[config.mk]
export PLATFORM = sky130hd
export DESIGN_NAME = hazard_stall_ctrl_flat
export DESIGN_NICKNAME = d
export VERILOG_FILES = /design/src/rtl/hazard_stall_ctrl_pkg.sv /design/src/rtl/hazard_stall_ctrl_if.sv /design/src/rtl/hazard_stall_ctrl_sat_counter.sv /design/src/rtl/hazard_stall_ctrl.sv /design/src/flat_wrapper.sv
export SDC_FILE = /design/constraint.sdc
export NUM_CORES = 1
export LEC_CHECK = 0
export ABC_AREA = 1
export CAP_MARGIN = 20
export CORE_UTILIZATION = 50
export DETAILED_ROUTE_END_ITERATION = 7
export GPL_TIMING_DRIVEN = 0
export PLACE_DENSITY_LB_ADDON = 0.1
export SLEW_MARGIN = 20
export SYNTH_ARGS = -nofsm -noshare
export SYNTH_HDL_FRONTEND = slang
export SYNTH_SLANG_ARGS = --single-unit
[constraint.sdc]
create_clock -name clk -period 2.35 [get_ports clk]
set_clock_uncertainty 0.1 [all_clocks]
set_input_delay 0.47 -clock clk [delete_from_list [all_inputs] [get_ports clk]]
set_output_delay 0.47 -clock clk [all_outputs]
set_load 0.005 [all_outputs]
[src/rtl/hazard_stall_ctrl_pkg.sv]
// Shared pipeline definitions for the hazard/stall controller and the
// registers it drives.
//   state_e          : controller FSM state encoding
//   REG_W            : architectural register-index width
//   MUL_CNT_W        : width of the multiply occupancy down-counter
//   WR_LOAD/WR_HOLD  : write-hold polarity seen by the IF/ID and PC registers
package hazard_stall_ctrl_pkg;

    typedef enum logic {
        S_RUN = 1'b0,
        S_MUL = 1'b1
    } state_e;

    localparam int REG_W     = 5;
    localparam int MUL_CNT_W = 4;

    // A '1' on a write-hold input freezes the register.
    localparam logic WR_LOAD = 1'b0;
    localparam logic WR_HOLD = 1'b1;

endpackage : hazard_stall_ctrl_pkg

[src/rtl/hazard_stall_ctrl_if.sv]
// Bundle between the pipeline datapath and the hazard/stall controller.
//   master : pipeline side, drives the ID/EX observation fields and receives
//            the hold/bubble/flush controls and the stall counter.
//   slave  : controller side.
interface hazard_stall_ctrl_if
    import hazard_stall_ctrl_pkg::*;
#(
    parameter int CNT_W = 32
) ();

    logic [REG_W-1:0] ID_Rs_In;
    logic [REG_W-1:0] ID_Rt_In;
    logic             ID_UsesRt_In;
    logic             ID_MulStart_In;
    logic             ID_BranchTaken_In;
    logic             EX_MemRead_In;
    logic [REG_W-1:0] EX_Rt_In;

    logic             IF_IDWrite_Out;
    logic             PCWrite_Out;
    logic             ID_EX_Bubble_Out;
    logic             IF_Flush_Out;
    logic             Busy_Out;
    logic [CNT_W-1:0] Stall_Count_Out;

    modport master (
        output ID_Rs_In, ID_Rt_In, ID_UsesRt_In, ID_MulStart_In,
               ID_BranchTaken_In, EX_MemRead_In, EX_Rt_In,
        input  IF_IDWrite_Out, PCWrite_Out, ID_EX_Bubble_Out, IF_Flush_Out,
               Busy_Out, Stall_Count_Out
    );

    modport slave (
        input  ID_Rs_In, ID_Rt_In, ID_UsesRt_In, ID_MulStart_In,
               ID_BranchTaken_In, EX_MemRead_In, EX_Rt_In,
        output IF_IDWrite_Out, PCWrite_Out, ID_EX_Bubble_Out, IF_Flush_Out,
               Busy_Out, Stall_Count_Out
    );

endinterface : hazard_stall_ctrl_if

[src/rtl/hazard_stall_ctrl_sat_counter.sv]
// Saturating up-counter: increments on each rising edge with en_i high and
// sticks at all-ones instead of wrapping.
//   clk, reset : clock and asynchronous active-high reset
//   en_i       : count enable
//   count_o    : current count
module hazard_stall_ctrl_sat_counter #(
    parameter int W = 32
) (
    input  logic         clk,
    input  logic         reset,
    input  logic         en_i,
    output logic [W-1:0] count_o
);

    logic [W-1:0] count_q;
    logic [W-1:0] count_d;

    // NOTE: every signal assigned in always_comb gets a default first, so no
    // path through the block leaves it unassigned and no latch is inferred.
    always_comb begin
        count_d = count_q;
        if (en_i && (count_q != '1)) begin
            count_d = count_q + W'(1);
        end
    end

    // NOTE: sequential state is written with non-blocking assignments only,
    // so every flop samples its _d value from before the edge.
    always_ff @(posedge clk or posedge reset) begin
        if (reset) begin
            count_q <= '0;
        end else begin
            count_q <= count_d;
        end
    end

    assign count_o = count_q;

endmodule : hazard_stall_ctrl_sat_counter

[src/rtl/hazard_stall_ctrl.sv]
// Hazard and stall controller for the IF/ID/EX front end.
//   clk, reset : clock and asynchronous active-high reset
//   bus        : slave side of hazard_stall_ctrl_if
//                inputs  - ID rs/rt/uses-rt/mul-start/branch-taken,
//                          EX mem-read and load destination
//                outputs - IF/ID hold, PC hold, ID/EX bubble, IF flush,
//                          multiply busy, saturating stall-cycle count
// Load-use hazards stall one cycle; a multiply holds the front end for
// MUL_LAT-1 cycles after it issues; a taken branch flushes IF unless the
// front end is stalled.
module hazard_stall_ctrl
    import hazard_stall_ctrl_pkg::*;
#(
    parameter int MUL_LAT = 4,
    parameter int CNT_W   = 32
) (
    input  logic               clk,
    input  logic               reset,
    hazard_stall_ctrl_if.slave bus
);

    if (MUL_LAT < 2 || MUL_LAT > 16) begin : g_bad_mul_lat
        $error("hazard_stall_ctrl: MUL_LAT must lie in 2..16");
    end

    // The issue cycle itself is not a stall and the count runs down to zero
    // inclusive, so loading MUL_LAT-2 yields MUL_LAT-1 stall cycles.
    localparam logic [MUL_CNT_W-1:0] MUL_CNT_INIT = MUL_CNT_W'(MUL_LAT - 2);

    state_e                 state_q;
    state_e                 state_d;
    logic [MUL_CNT_W-1:0]   mul_cnt_q;
    logic [MUL_CNT_W-1:0]   mul_cnt_d;

    logic in_mul;
    logic load_use;
    logic stall;
    logic mul_start;

    assign in_mul = (state_q == S_MUL);

    // Register 0 is hard-wired, so a load targeting it never creates a
    // dependency. rt only matters when the ID instruction reads it.
    assign load_use = bus.EX_MemRead_In
                    && (bus.EX_Rt_In != '0)
                    && ((bus.EX_Rt_In == bus.ID_Rs_In)
                        || (bus.ID_UsesRt_In && (bus.EX_Rt_In == bus.ID_Rt_In)));

    assign stall = in_mul || load_use;

    // A multiply held in ID by a stall only issues once the stall clears.
    assign mul_start = !stall && bus.ID_MulStart_In;

    assign bus.IF_IDWrite_Out   = stall ? WR_HOLD : WR_LOAD;
    assign bus.PCWrite_Out      = stall ? WR_HOLD : WR_LOAD;
    assign bus.ID_EX_Bubble_Out = stall;
    // A stalled branch is re-evaluated when the pipeline advances.
    assign bus.IF_Flush_Out     = !stall && bus.ID_BranchTaken_In;
    assign bus.Busy_Out         = in_mul;

    always_comb begin
        state_d   = state_q;
        mul_cnt_d = mul_cnt_q;
        case (state_q)
            S_RUN: begin
                if (mul_start) begin
                    state_d   = S_MUL;
                    mul_cnt_d = MUL_CNT_INIT;
                end
            end
            S_MUL: begin
                if (mul_cnt_q == '0) begin
                    state_d = S_RUN;
                end else begin
                    mul_cnt_d = mul_cnt_q - MUL_CNT_W'(1);
                end
            end
            default: begin
                state_d = S_RUN;
            end
        endcase
    end

    always_ff @(posedge clk or posedge reset) begin
        if (reset) begin
            state_q   <= S_RUN;
            mul_cnt_q <= '0;
        end else begin
            state_q   <= state_d;
            mul_cnt_q <= mul_cnt_d;
        end
    end

    hazard_stall_ctrl_sat_counter #(
        .W (CNT_W)
    ) u_stall_cnt (
        .clk     (clk),
        .reset   (reset),
        .en_i    (stall),
        .count_o (bus.Stall_Count_Out)
    );

endmodule : hazard_stall_ctrl

[src/flat_wrapper.sv]
// flat-port wrapper written by rule: the top's interface ports become plain ports
module hazard_stall_ctrl_flat import hazard_stall_ctrl_pkg::*;
#(
    parameter int MUL_LAT = 4,
    parameter int CNT_W   = 32
)
  (clk, reset, bus_ID_Rs_In, bus_ID_Rt_In, bus_ID_UsesRt_In, bus_ID_MulStart_In, bus_ID_BranchTaken_In, bus_EX_MemRead_In, bus_EX_Rt_In, bus_IF_IDWrite_Out, bus_PCWrite_Out, bus_ID_EX_Bubble_Out, bus_IF_Flush_Out, bus_Busy_Out, bus_Stall_Count_Out);
  hazard_stall_ctrl_if #(.CNT_W(CNT_W)) bus_i ();
  input  logic clk;
  input  logic reset;
  input wire logic [$bits(bus_i.ID_Rs_In)-1:0] bus_ID_Rs_In;
  input wire logic [$bits(bus_i.ID_Rt_In)-1:0] bus_ID_Rt_In;
  input wire logic [$bits(bus_i.ID_UsesRt_In)-1:0] bus_ID_UsesRt_In;
  input wire logic [$bits(bus_i.ID_MulStart_In)-1:0] bus_ID_MulStart_In;
  input wire logic [$bits(bus_i.ID_BranchTaken_In)-1:0] bus_ID_BranchTaken_In;
  input wire logic [$bits(bus_i.EX_MemRead_In)-1:0] bus_EX_MemRead_In;
  input wire logic [$bits(bus_i.EX_Rt_In)-1:0] bus_EX_Rt_In;
  output wire logic [$bits(bus_i.IF_IDWrite_Out)-1:0] bus_IF_IDWrite_Out;
  output wire logic [$bits(bus_i.PCWrite_Out)-1:0] bus_PCWrite_Out;
  output wire logic [$bits(bus_i.ID_EX_Bubble_Out)-1:0] bus_ID_EX_Bubble_Out;
  output wire logic [$bits(bus_i.IF_Flush_Out)-1:0] bus_IF_Flush_Out;
  output wire logic [$bits(bus_i.Busy_Out)-1:0] bus_Busy_Out;
  output wire logic [$bits(bus_i.Stall_Count_Out)-1:0] bus_Stall_Count_Out;
  assign bus_i.ID_Rs_In = bus_ID_Rs_In;
  assign bus_i.ID_Rt_In = bus_ID_Rt_In;
  assign bus_i.ID_UsesRt_In = bus_ID_UsesRt_In;
  assign bus_i.ID_MulStart_In = bus_ID_MulStart_In;
  assign bus_i.ID_BranchTaken_In = bus_ID_BranchTaken_In;
  assign bus_i.EX_MemRead_In = bus_EX_MemRead_In;
  assign bus_i.EX_Rt_In = bus_EX_Rt_In;
  assign bus_IF_IDWrite_Out = bus_i.IF_IDWrite_Out;
  assign bus_PCWrite_Out = bus_i.PCWrite_Out;
  assign bus_ID_EX_Bubble_Out = bus_i.ID_EX_Bubble_Out;
  assign bus_IF_Flush_Out = bus_i.IF_Flush_Out;
  assign bus_Busy_Out = bus_i.Busy_Out;
  assign bus_Stall_Count_Out = bus_i.Stall_Count_Out;
  hazard_stall_ctrl #(.MUL_LAT(MUL_LAT), .CNT_W(CNT_W)) u_core (.clk(clk), .reset(reset), .bus(bus_i));
endmodule
== After elaboration in Yosys (flattened, before gate mapping) ==
Cells that the tools add are included.

* Flip-flop bits (word level): 37
* Input port bits: 21
* Output and inout port bits: 37
* Word-level logic and storage cells: 30

* Add/sub/neg operators: 2
* Eq/ne operators: 5
* Muxes and demuxes: 7
* Bitwise operators: 1
* Reductions and logical operators: 12

{| class="wikitable"
|+ Operators by type and width
! operator !! number
|-
| adder 32 x 1 -> 32 bit, second input constant || 1
|-
| != test 32 bit, second input constant || 1
|-
| == test 5 bit || 2
|-
| 2-to-1 mux 4 bit || 2
|-
| case mux 4 bit (2 select lines) || 1
|-
| logical AND 1 bit || 6
|-
| nonzero test 5 bit || 1
|-
| logical NOT 4 bit || 1
|-
| subtractor 4 x 1 -> 4 bit, second input constant || 1
|-
| 2-to-1 mux 1 bit || 3
|-
| logical OR 1 bit || 2
|-
| != test 2 x 1 -> 1 bit, second input constant || 1
|-
| != test 2 bit, second input constant || 1
|-
| case mux 1 bit (2 select lines) || 1
|-
| AND reduction 2 bit || 1
|-
| logical NOT 1 bit || 1
|-
| inverter 1 bit || 1
|}

== Logic depth before layout (Yosys ltp) ==
* Word-level depth: 9
* Mapped depth: 12
* Mapped depth without buffers: 12

== Hierarchy ==
Synthesis repeated with hierarchy kept, for this count alone.

* Cells, all modules: 456
* Area total of the unflattened synthesis: 2795.2 um^2

{| class="wikitable"
|+ By module, submodules not included
! module !! times used !! cells an instance !! area an instance (um^2) !! seq. area each (um^2)
|-
| hazard_stall_ctrl_sat_counter || 1 || 361 || 2257.2 || 800.8
|-
| hazard_stall_ctrl || 1 || 95 || 538.0 || 125.1
|}

== Worst setup path after synthesis ==
No wires, ideal clock.

* Kind: input to output
* Start point: input port bus_EX_Rt_In[3]
* End point: output port bus_IF_IDWrite_Out
* Arrival time: 1.521 ns
* Data required time: 1.780 ns
* Setup slack: 0.259 ns
* Stages on the path: 11
* Path buffers: 3
* Cells stage by stage: inv_1 -> nand2_1 -> nand2_1 -> nor2_1 -> nand3_1 -> nand2_1 -> nand2_1 -> nand2_1 -> buf_2 -> buf_2 -> buf_4

* Cells in the longest elaborated chain, start to end: 6
* Elaborated cells between the ends (all ways): 9
* Classes of those cells: eq/ne (2); mux (1); reduce/logical (6)

{| class="wikitable"
|+ RTL lines
! item !! line !! RTL
|-
| start, declared || flat_wrapper.sv:17 || <nowiki>input wire logic [$bits(bus_i.EX_Rt_In)-1:0] bus_EX_Rt_In;</nowiki>
|-
| == test 5 bit || hazard_stall_ctrl.sv:47 || <nowiki>|| (bus.ID_UsesRt_In && (bus.EX_Rt_In == bus.ID_Rt_In)));</nowiki>
|-
| logical AND 1 bit || hazard_stall_ctrl.sv:47 ||
|-
| logical OR 1 bit || hazard_stall_ctrl.sv:47 ||
|-
| logical AND 1 bit (*) || hazard_stall_ctrl.sv:46 || <nowiki>&& ((bus.EX_Rt_In == bus.ID_Rs_In)</nowiki>
|-
| logical OR 1 bit (*) || hazard_stall_ctrl.sv:49 || <nowiki>assign stall = in_mul || load_use;</nowiki>
|-
| via bus_ID_EX_Bubble_Out || flat_wrapper.sv:20 || <nowiki>output wire logic [$bits(bus_i.ID_EX_Bubble_Out)-1:0] bus_ID_EX_Bubble_Out;</nowiki>
|-
| 2-to-1 mux 1 bit (*) || hazard_stall_ctrl.sv:54 || <nowiki>assign bus.IF_IDWrite_Out = stall ? WR_HOLD : WR_LOAD;</nowiki>
|-
| end, declared || flat_wrapper.sv:18 || <nowiki>output wire logic [$bits(bus_i.IF_IDWrite_Out)-1:0] bus_IF_IDWrite_Out;</nowiki>
|}

Mark *: on every way through the listed nets, which the timed path passes. The rest lies on a longest branch.

== Worst setup path in the final report ==
* Start point: input port bus_ID_UsesRt_In
* End point: output port bus_IF_IDWrite_Out

* Cells in the longest elaborated chain, start to end: 5

{| class="wikitable"
|+ RTL lines
! item !! line !! RTL
|-
| start, declared || flat_wrapper.sv:13 || <nowiki>input wire logic [$bits(bus_i.ID_UsesRt_In)-1:0] bus_ID_UsesRt_In;</nowiki>
|-
| logical AND 1 bit || hazard_stall_ctrl.sv:47 ||
|-
| logical OR 1 bit || hazard_stall_ctrl.sv:47 ||
|-
| logical AND 1 bit || hazard_stall_ctrl.sv:46 ||
|-
| logical OR 1 bit || hazard_stall_ctrl.sv:49 ||
|-
| 2-to-1 mux 1 bit || hazard_stall_ctrl.sv:54 ||
|}

No other way between the ends.

==> metrics.md <==
| Metric | Value |
|---|---|
| CP max FO | 7 |
| Clk Latency, worst-skew pair | between 0.2 and 0.3 ns |
| Hold crit path type | register to register |
| Synth Warn # | 0 |
| Syn Std Cell Area | 2679 um^2 |
| Diode count | 0 |
| Fin. Hold Viols | 0 |
| Clock tree buffer depth | 2 |
| Total gr overflow | 0 |
| Startpoint types | input port |
| IO Count | 58 |
| Initial Utilization | roughly 52% |
| Unrepaired setup endpoints after global routing | false |
| Final #Nets | roughly 510 |
| Leak Pwr | around 0.0017 uW |
| Fill count | about 510 |
| NetSw | approximately 860 uW |
| DRT Wirelength | ~7300 um |
| Clk slew on worst S/H paths | roughly 0.08 ns |
| Clock sink total | 37 |
| CTS root buf | clkbuf_8 |
| Worst EP required | between 1.5 and 2 ns |
| Routed vias/inst | ~5.0 |
| All-Layer GR Usage | approximately 28% |
| Sequential share of the synthesized area | 34.56% |
| Final std cells w/o fill | 560 |
| Setup slack after layout | roughly 0.11 ns |
| Pins over their slew limit | 0 |
| Endpoint class of the critical path | primary output |
| Core Area | just over 5000 um^2 |
| Die X | 75.20 um |
| Global-route wire length before repair | between 10,000 and 15,000 um |
| Post-place setup slack | -1.007 ns |
| Initial antenna violation count | 0 |
| Area after DPL | around 3300 um^2 |
| Die Ht | 75.20 um |
| CTS Buf Count | 5 |
| GP Congestion | between 0.9 and 1 |
| Die area | ~5700 um^2 |
| Layout cell share with drive strength beyond 1 | under 10% |
| Cell variety after synth | 26 |
| DR DRC count | 0 |
| Outcome | finished, final reports clean |
| H-tree depth | 2 |
| Vias in the first global route | roughly 2.5k |
| TritonCTS clock tree | yes |
| Combinational share of power | 38.4% |
| Largest net degree at the start of global routing | 38 |
| Reg power frac | approximately a third |
| Final instance area | around 3500 um^2 |
| Vias post-DR | 2,798 |
| Power Density | between 600 and 700 nW/um^2 |
| Worst Max-Slew Pin Slew | a little under 0.8 ns |
| Internal Power | between 1500 and 2000 uW |
| Input/output buffers | 57 |
| Average size of a mapped cell | roughly 6.3 um^2 |
| Finished Core Util | 67.79% |
| CTS Hold Bufs | 0 |
| Syn_nets | between 400 and 500 |
| DPL Wire Length | 5618 um |
| Peak Freq | around 450 MHz |
| Worst Setup Path Type | input port to primary output |
| Minimum clock period | 2.244 ns |
| Rows | 26 |
| Worst slew margin | a little under half |
| Fin Setup TNS | 0 ns |
| # setup viols final | 0 |
| Mapped Cells | roughly 420 |
| Clock power share | a little over a quarter |
| P&R area growth vs syn | 30.08% |
| Placed Cells | ~550 |
| Max-Cap Viols | 0 |
| Seq cells post-synth | 37 |
| CP arrival | ~1.7 ns |
| Antenna Violating Nets Remaining | 0 |
| Worst vdd ir | ~420 uV |
| Starting DRC count in detailed routing | 178 |
| Final period util | 95.47% |
| First-pass detailed-route iteration total | 4 |
| Sw frac | 35.54% |
| Routed len/inst | 13.10 um |
==> kinds of logic (layout without fill, tap and decap cells) <==
group,after synthesis,count (layout),synth area share [%]
adders and majority gates,2,2,0.9340
xor gates and xnor gates,19,19,6.212
buffers and inverters,56,124,9.154
and+or+nand+nor,300,300,47.64
DFF,37,37,34.56
AOI/OAI and AO/OA,8,8,1.494
==> registers in the layout, indices dropped and copies added (netlist names) <==
register / count
u_core.bus.Busy_Out: 1
u_core.u_stall_cnt.count_o: 32
u_core.mul_cnt_q: 4
==> power by group through the flow <==
stage,clock network [uW],registers [uW],logic [uW]
after floorplan,0,818,558
after global placement,0,833,878
after detailed placement,0,835,905
after CTS,676,824,969
after global routing,709,842,1050
final,665,828,931
==> metal layers <==
metal / share of wire (%) / global-route usage [%] / vias to the layer above / wire, um
met4: 1.1 / 6.379 / 0 / 84
met2: 48 / 46.45 / 78 / 3522
met3: 5.7 / 4.150 / 8 / 419
met5: 0 / 0 / - / 0
met1: 45 / 38.12 / 1267 / 3311
li1: - / - / 1445 / -
==> worst paths after layout <==
path | from | to | slack (ns) | cells past startpoint
max reg2reg | u_core.u_stall_cnt.count_o[0]$_DFFE_PP0P_ | u_core.u_stall_cnt.count_o[8]$_DFFE_PP0P_ | 0.21 | 12
min reg2reg | u_core.u_stall_cnt.count_o[22]$_DFFE_PP0P_ | u_core.u_stall_cnt.count_o[22]$_DFFE_PP0P_ | 0.45 | 2
max | bus_ID_UsesRt_In | bus_IF_IDWrite_Out | 0.11 | 9
min in group asynchronous | reset | u_core.u_stall_cnt.count_o[2]$_DFFE_PP0P_ | 0.54 | 2
max in group asynchronous | reset | u_core.u_stall_cnt.count_o[0]$_DFFE_PP0P_ | 1.07 | 2
min | u_core.u_stall_cnt.count_o[22]$_DFFE_PP0P_ | u_core.u_stall_cnt.count_o[22]$_DFFE_PP0P_ | 0.45 | 2
==> area by class of cell <==
class	count	area, um^2	area share [%]
plain buffers	8	66.31	1.903
inverters	46	172.7	4.955
clock inverters	3	65.06	1.867
multi-input cells	329	1520	43.63
flip-flops and latches	37	927.1	26.61
clock buffers	5	68.82	1.975
repair buffers	62	576.8	16.55
well taps	70	87.58	2.513
==> critical path, cell delays in order <==
cell,delay [ns]
clkdlybuf4s50_1,0.45
nand2_1,0.05
nor2_1,0.11
nand3_1,0.09
nand2_1,0.09
nand2_2,0.07
nand2_4,0.12
buf_4,0.12
buf_2,0.10
==> synthesized netlist by cell type, drive strengths merged <==
master	n	area [um^2]
nor3	13	76.33
a21oi	1	5.000
nand3	45	237.7
nor4	1	6.260
inv	46	172.7
nand4	3	18.77
dfrtp	37	925.9
or2	1	6.260
clkbuf	1	3.750
ha	2	25.02
xnor2	8	70.07
nand2	185	714.4
nor2	47	178.9
o21ai	7	35.03
nand3b	5	37.54
xor2	11	96.34
buf	9	68.81
==> what timing repair did <==
action                                  in CTS  in global routing
endpoints found under the setup margin       4                 34
pin swaps                                   10                  3
setup buffers                                4                  1
resized for setup                           39                  4
==> cells in the final DEF (no fill, tap or decap) <==
cell type,instances
nand2_1,179
nor2_1,46
nand3_1,44
inv_1,43
clkdlybuf4s50_1,39
dfrtp_1,36
dlygate4sd2_1,14
nor3_1,12
xor2_1,11
xnor2_1,8
buf_4,6
buf_6,5
buf_2,5
nand3b_1,5
clkbuf_8,5
o21ai_1,4
nand4_1,3
nand2_2,3
nand2_4,3
inv_2,3
o21ai_0,3
bufinv_16,2
nor2_2,1
nor3_4,1
nor4_1,1
nand3_4,1
clkbuf_1,1
or2_2,1
a21oi_1,1
ha_2,1
ha_1,1
clkinv_2,1
dfrtp_2,1
==> through the flow <==
| stage | power (uW) | hold slack [ns] |
|---|---|---|
| after detailed placement | 1740 | 0.4294 |
| final | 2423 | 0.4463 |
| after global placement | 1711 | 0.4141 |
| after global routing | 2601 | 0.4754 |
| after CTS | 2469 | 0.4525 |
| after floorplan | 1376 | 0.3989 |
No activity file was read; power rests on OpenSTA's default activity.
